$ cat config.mk
export PLATFORM = sky130hd
export DESIGN_NAME = life_gen_scheduler
export DESIGN_NICKNAME = d
export VERILOG_FILES = /design/src/rtl/life_pkg.sv /design/src/rtl/life_tick_div.sv /design/src/rtl/life_gen_scheduler.sv
export SDC_FILE = /design/constraint.sdc
export NUM_CORES = 1
export LEC_CHECK = 0
export CAP_MARGIN = 40
export CORE_MARGIN = 2
export CORE_UTILIZATION = 40
export DETAILED_ROUTE_END_ITERATION = 16
export PLACE_DENSITY = 0.72
export SLEW_MARGIN = 0
export SYNTH_ARGS = -nofsm -noshare
export SYNTH_HDL_FRONTEND = slang
export SYNTH_SLANG_ARGS = --single-unit
export TNS_END_PERCENT = 5
$ cat constraint.sdc
create_clock -name clk -period 9.2 [get_ports clk]
set_input_delay 1.84 -clock clk [delete_from_list [all_inputs] [get_ports clk]]
set_output_delay 1.84 -clock clk [all_outputs]
set_load 0.05 [all_outputs]
$ cat src/rtl/life_pkg.sv
// life_pkg: shared types and constants for the Game-of-Life generation scheduler
package life_pkg;
  localparam int GRID_W = 64;
  localparam logic [GRID_W-1:0] DEFAULT_SEED = 64'h0412_6424_0034_3C28;
  typedef enum logic [1:0] {S_CLEAR, S_RAND, S_WAIT, S_STEP} sched_state_t;
endpackage

$ cat src/rtl/life_tick_div.sv
// life_tick_div: clearable, enableable divider with a one-cycle terminal-count strobe
module life_tick_div #(
  parameter int DIV = 4,
  parameter int W = 24
) (
  input  logic clk,
  input  logic reset,
  input  logic clr,
  input  logic en,
  output logic tc
);
  logic [W-1:0] cnt;
  assign tc = en && cnt == W'(DIV - 1);
  // count enabled cycles, wrapping to zero on terminal count
  always_ff @(posedge clk or posedge reset)
    if (reset) cnt <= '0;
    else if (clr) cnt <= '0;
    else if (en) cnt <= tc ? '0 : cnt + 1'b1;
endmodule

$ cat src/rtl/life_gen_scheduler.sv
// life_gen_scheduler: paces Game-of-Life generations and owns the grid register
module life_gen_scheduler import life_pkg::*; #(
  parameter int TICK_DIV = 12_500_000,
  parameter int DIV_W = 24,
  parameter int GEN_W = 16,
  parameter logic [GRID_W-1:0] SEED = DEFAULT_SEED
) (
  input  logic              clk,
  input  logic              reset,
  input  logic              rst,
  input  logic              strt,
  input  logic              rnd,
  input  logic [GRID_W-1:0] lfsr_q,
  output logic              lfsr_load,
  output logic              lfsr_en,
  output logic              step_req,
  input  logic [GRID_W-1:0] next_grid,
  input  logic              next_valid,
  output logic [GRID_W-1:0] grid,
  output logic [GEN_W-1:0]  gen_count,
  output logic              stable,
  output logic              extinct
);
  sched_state_t state, nxt;
  logic run, tc, commit, idle;
  assign run = strt && !rst && !rnd;
  assign idle = state == S_CLEAR || state == S_RAND;
  assign commit = state == S_STEP && run && next_valid;
  assign lfsr_load = state == S_CLEAR;
  assign lfsr_en = state == S_RAND;
  assign step_req = state == S_STEP;
  life_tick_div #(.DIV(TICK_DIV), .W(DIV_W)) u_tick (
    .clk(clk),
    .reset(reset),
    .clr(state != S_WAIT),
    .en(state == S_WAIT && run),
    .tc(tc)
  );
  // mode priority rst > rnd > strt; with no mode asserted the state holds
  always_comb
    nxt = rst ? S_CLEAR :
          rnd ? S_RAND :
          idle ? (strt ? S_WAIT : state) :
          state == S_WAIT ? (tc ? S_STEP : S_WAIT) :
          (commit ? S_WAIT : S_STEP);
  // grid, generation count and status flags follow the state actions
  always_ff @(posedge clk or posedge reset)
    if (reset) begin
      state <= S_CLEAR;
      grid <= SEED;
      gen_count <= '0;
      stable <= 1'b0;
      extinct <= 1'b0;
    end else begin
      state <= nxt;
      if (state == S_CLEAR) grid <= SEED;
      else if (state == S_RAND && rnd && !rst) grid <= lfsr_q;
      else if (commit) grid <= next_grid;
      if (idle) begin
        gen_count <= '0;
        stable <= 1'b0;
        extinct <= 1'b0;
      end else if (commit) begin
        gen_count <= &gen_count ? gen_count : gen_count + 1'b1;
        stable <= next_grid == grid;
        extinct <= next_grid == '0;
      end
    end
endmodule

After elaboration in Yosys (flattened, before gate mapping)
Cells that the tools add are included.
W data, S select, Z words.
{"block": "totals", "word_cells": 54, "inputBits": 134, "register_bits": 108, "out_inout_bits": 85}
{"block": "op_classes", "n_addsub": 2, "mux": 20, "n_reduce_logical": 18, "n_eq_ne": 8}
{"cell": "$mux W64", "n": 3}
{"cell": "$mux W24", "n": 3}
{"cell": "$eq A64 B64 Y1", "n": 1}
{"cell": "$logic_not A64 Y1", "n": 1}
{"cell": "$mux W16", "n": 3}
{"cell": "$add A24 B1 Y24 const B", "n": 1}
{"cell": "$eq A24 B24 Y1 const B", "n": 1}
{"cell": "$add A16 B1 Y16 const B", "n": 1}
{"cell": "$reduce_and A16 Y1", "n": 1}
{"cell": "$logic_and A1 B1 Y1", "n": 8}
{"cell": "$mux W2", "n": 4}
{"cell": "$mux W1", "n": 7}
{"cell": "$eq A2 B2 Y1 const B", "n": 2}
{"cell": "$ne A2 B2 Y1 const B", "n": 2}
{"cell": "$ne A4 B4 Y1 const B", "n": 1}
{"cell": "$reduce_bool A2 Y1", "n": 2}
{"cell": "$reduce_bool A3 Y1", "n": 1}
{"cell": "$eq A2 B1 Y1 const B", "n": 1}
{"cell": "$logic_not A1 Y1", "n": 2}
{"cell": "$logic_not A2 Y1", "n": 1}
{"cell": "$reduce_and A2 Y1", "n": 1}
{"cell": "$logic_or A1 B1 Y1", "n": 1}

Logic depth before layout (Yosys ltp)
{"block": "logic_depth", "depth_word": 10, "depth_mapped": 7, "depth_no_buf": 6}

Cells and area by module
A second synthesis with hierarchy kept.
{"block": "unflattened", "cells_unflattened": 697, "hier_area_um2": 6461.2}
{"module": "life_gen_scheduler", "instances": 1, "seq_area_each_um2": 2123.3, "cells_per_inst": 561, "area_per_inst_um2": 5134.9}
{"module": "life_tick_div", "instances": 1, "seq_area_each_um2": 600.6, "cells_per_inst": 136, "area_per_inst_um2": 1326.3}

Worst setup path after synthesis
Ideal clock, no wire load.
{"block": "synth_path", "path_kind": "reg-to-output", "start": "register state[1]", "end": "output port lfsr_load", "path_stages_with_launch": 5, "setup_slack_ps": 5687, "required_ps": 7360, "t_arrival_ps": 1673, "cell_sequence": "dfrtp_1 > clkbuf_1 > nor2_1 > clkbuf_1 > clkbuf_1"}
{"block": "synth_via", "elab_chain_cells": 1}
{"element": "from (decl)", "line_no": "life_gen_scheduler.sv:24", "rtl": "sched_state_t state, nxt;"}
{"element": "from (signal assigned)", "line_no": "life_gen_scheduler.sv:55", "rtl": "state <= nxt;"}
{"element": "$logic_not A2 Y1", "line_no": "life_gen_scheduler.sv:29", "rtl": "assign lfsr_load = state == S_CLEAR;"}
{"element": "to (decl)", "line_no": "life_gen_scheduler.sv:14", "rtl": "output logic lfsr_load,"}
Every way passes these cells.

Final worst setup path
{"block": "layout_path", "start": "register state[1]", "end": "output port lfsr_en"}
{"block": "layout_via", "elab_chain_cells": 1}
{"element": "$eq A2 B1 Y1", "line_no": "life_gen_scheduler.sv:30", "rtl": "assign lfsr_en = state == S_RAND;"}
{"element": "to (decl)", "line_no": "life_gen_scheduler.sv:15", "rtl": "output logic lfsr_en,"}
Every way passes these cells.

==> summary.md <==
| Metric | Value |
|---|---|
| Seq cells post-synth | `approximately 110` |
| Drt first-iter violations | `610` |
| Worst EP arrival | `between 2000 and 2500 ps` |
| Share of the synthesized area in the top cell type | `0.363` |
| First-pass GRT wire length | `between 30,000 and 40,000 um` |
| Fin crit share | `0.433` |
| Layout cells sized above 1 | `0.0557` |
| Core Region | `0.0153 mm^2` |
| Synthesis Warnings | `0` |
| Max Clk Rate | `~0.25 GHz` |
| Gr usage total | `0.258` |
| CTS sink cnt | `108` |
| Largest cells by area after synthesis | `dfrtp_1 (36%), xnor2_1 (7.4%), dfstp_2 (7.1%), mux2i_1 (6.4%), o31ai_1 (6.1%)` |
| Critical path class | `reg2out` |
| Placed Cells | `roughly 1,100` |
| Status | `complete, no violations` |
| Antenna Cells | `0` |
| Synthesized Nets | `between 800 and 900` |
| Synth area leader | `dfrtp_1` |
| Post-CTS Setup Inserts | `0` |
| GP Congestion | `roughly 0.87` |
| Min cycle time layout | `around 4000 ps` |
| Clock Path Buffers | `2` |
| Worst Setup SP | `state[1]` |
| Drt drc | `0` |
| Hold_buf cts | `0` |
| Cell area after synthesis | `0.00628 mm^2` |
| Remaining Overflow, GRT | `0` |
| Largest net degree at the start of global routing | `93` |
| Vias post-DR | `just over 6,000` |
| CTS resizes | `0` |
| Critical path's top delay family | `buffers and inverters` |
| WL/cell | `between 15 and 20 um` |
| Initial antenna violation count | `0` |
| Nets | `a little over 1,000` |
| Finished Layout Cells | `between 1,000 and 1,500` |
| Post-Synthesis Cells | `about 680` |
| Reg2Reg Capture Point | `grid[31]` |
| DR pass1 iterations | `5` |
| Unique masters post-synth | `49` |
| Syn-to-layout area delta | `44.6%` |
| R2R depth | `6` |
| Asr flop ratio synth | `1.00` |
| Worst r2r src | `state[1]` |
| Number of global-route vias before repair | `between 5,000 and 6,000` |
| RSZ-0062 raised after global routing | `false` |
| Post-DP HPWL | `between 15,000 and 20,000 um` |
| Max_cap viols | `0` |
| WP depth | `2` |
| Die area | `approximately 0.017 mm^2` |
| Normalized max-slew margin | `0.475` |
| Worst vdd ir | `between 0.1 and 0.15 mV` |
| Main flop type after synthesis | `dfrtp_1` |
| Chip Width | `between 100 and 150 um` |
| CTS buffer count | `9` |
| Mapped Avg Cell Area | `around 9.3 um^2` |
| Routed wire length | `approximately 22,000 um` |
| Die Ht | `129 um` |
| Crit path max fanout | `16` |
| Slowest CP cell | `clkdlybuf4s50_1` |
| CP cell instances | `nor2b_1 > clkdlybuf4s50_1` |
| Via density | `~5.5` |
| TritonCTS clock tree | `yes` |
| Worst slew pin tran | `787 ps` |
| CP max stage delay | `850 ps` |
| Leakage Power | `0.00342 uW` |
| Max Slew Vio Count | `0` |
| CTS Root Cell | `clkbuf_16` |
| Aggregate negative setup slack | `0 ps` |
| Clock skew | `about 8.4 ps` |
| CP Capture Type | `output pin` |
| Initial Util | `0.412` |
| Site Rows | `45` |
| IO Pins | `approximately 220` |
| Worst Min Path Start | `grid[18]` |
| Clk slew on worst S/H paths | `70 ps` |
| PD cells | `~160 mW/mm^2` |
| Clock Latency Late Sink | `around 350 ps` |
| Final setup fails | `0` |
| EDFF count, synth | `0` |
| IO Port Bufs | `~220` |
| Critical Path RT | `7360 ps` |
| Crit path to | `lfsr_en` |
| ANT nets after route | `0` |
| Flop-to-flop setup slack | `6570 ps` |
| # fillers | `1,346` |
| Min-delay worst type | `reg2reg` |
| Seq/Total Area, Yosys | `0.434` |
| Final Hold Vio Count | `0` |
| H-tree Lvls | `3` |
| Bufs and invs on worst path | `1` |
| CP Launch Type | `flip-flop` |
==> cells in the mapped netlist (5+ instances only) <==
master      n
xor2_1     23
a221oi_1   18
o31ai_1    51
dfrtp_1    91
xnor2_1    53
a22o_1      5
inv_1      24
a211oi_1    7
clkbuf_1   27
and3_1      9
nand4_1    31
mux2i_1    40
a21oi_1    15
o22ai_1     5
nor2b_1     6
buf_2       7
nor4_1     24
nand2_1   101
nand3_1    18
o21ai_0     5
nor2_1     48
nand2b_1    8
dfstp_2    17
==> per-stage QoR <==
stage          hold WS, ps  cell area [um^2]  setup slack (ps)  utilization  power [uW]
3_3_place_gp           460              8650              5070        0.567         982
2_1_floorplan          488              6280              4540            -         794
5_1_grt                496              9080              5130        0.595        1490
6_report               477              9080              5220        0.595        1440
3_5_place_dp           468              8730              5040        0.572         990
4_1_cts                479              9080              5220        0.595        1450
==> cell families (layout without fill, tap and decap cells) <==
group,count (synthesis),after routing,synth area share
AOI/OAI and AO/OA,121,121,0.146
adders and majority gates,2,2,0.00398
DFF,108,108,0.434
muxes,41,41,0.0656
buffers and inverters,62,267,0.0385
xor gates and xnor gates,76,76,0.106
and+or+nand+nor,265,265,0.206
==> metal layers <==
layer	track usage	wire length, um	up-vias
li1	-	-	2860
met1	0.365	9600	2928
met2	0.409	10200	226
met3	0.0425	1430	26
met4	0.0748	394	0
met5	0	0	-
==> final cells by class <==
class                           count  area (um^2)  area share
Clock inverter                      5          106      0.0117
Tap cell                          211          264      0.0291
Sequential cell                   108         2720       0.300
Clock buffer                       11          243      0.0267
Inverter                           24         92.6      0.0102
Multi-Input combinational cell    505         3340       0.368
Timing Repair Buffer              227         2310       0.254
==> registers in the layout (all words and copies together) (netlist names) <==
signal	count
gen_count	16
stable	1
grid	64
state	2
u_tick.cnt	24
extinct	1
==> worst min-delay path by stage <==
stage	cells after the start	slack (ps)	to
after global routing	2	500	grid[11]
after floorplan	1	490	u_tick.cnt[18]
final	2	480	grid[18]
after CTS	2	480	grid[18]
after global placement	2	460	grid[3]
after detailed placement	2	470	grid[18]
==> power breakdown <==
group          internal [uW]  leakage (uW)  switching, uW  total (uW)
logic                    169       0.00185            260         429
registers                515       0.00141           38.3         554
clock network            275      0.000166            184         459
==> layout by cell type (no fill, tap or decap), types with 18 or more instances in the layout <==
cell type | Yosys | routed
xnor2_1 | 53 | 53
inv_1 | 24 | 23
nor4_1 | 24 | 24
o31ai_1 | 51 | 51
dfrtp_1 | 91 | 91
nand2_1 | 101 | 101
nand3_1 | 18 | 18
mux2i_1 | 40 | 40
a221oi_1 | 18 | 18
clkdlybuf4s50_1 | 0 | 218
nor2_1 | 48 | 47
nand4_1 | 31 | 31
xor2_1 | 23 | 23
==> worst reg2reg max path, stage by stage, from the launching register on <==
cell     delay (ps)
dfrtp_1         610
nor2_4          240
buf_4           610
a21oi_4         230
buf_4           250
buf_16          240
o31ai_1         360
No activity file was read; power rests on OpenSTA's default activity.
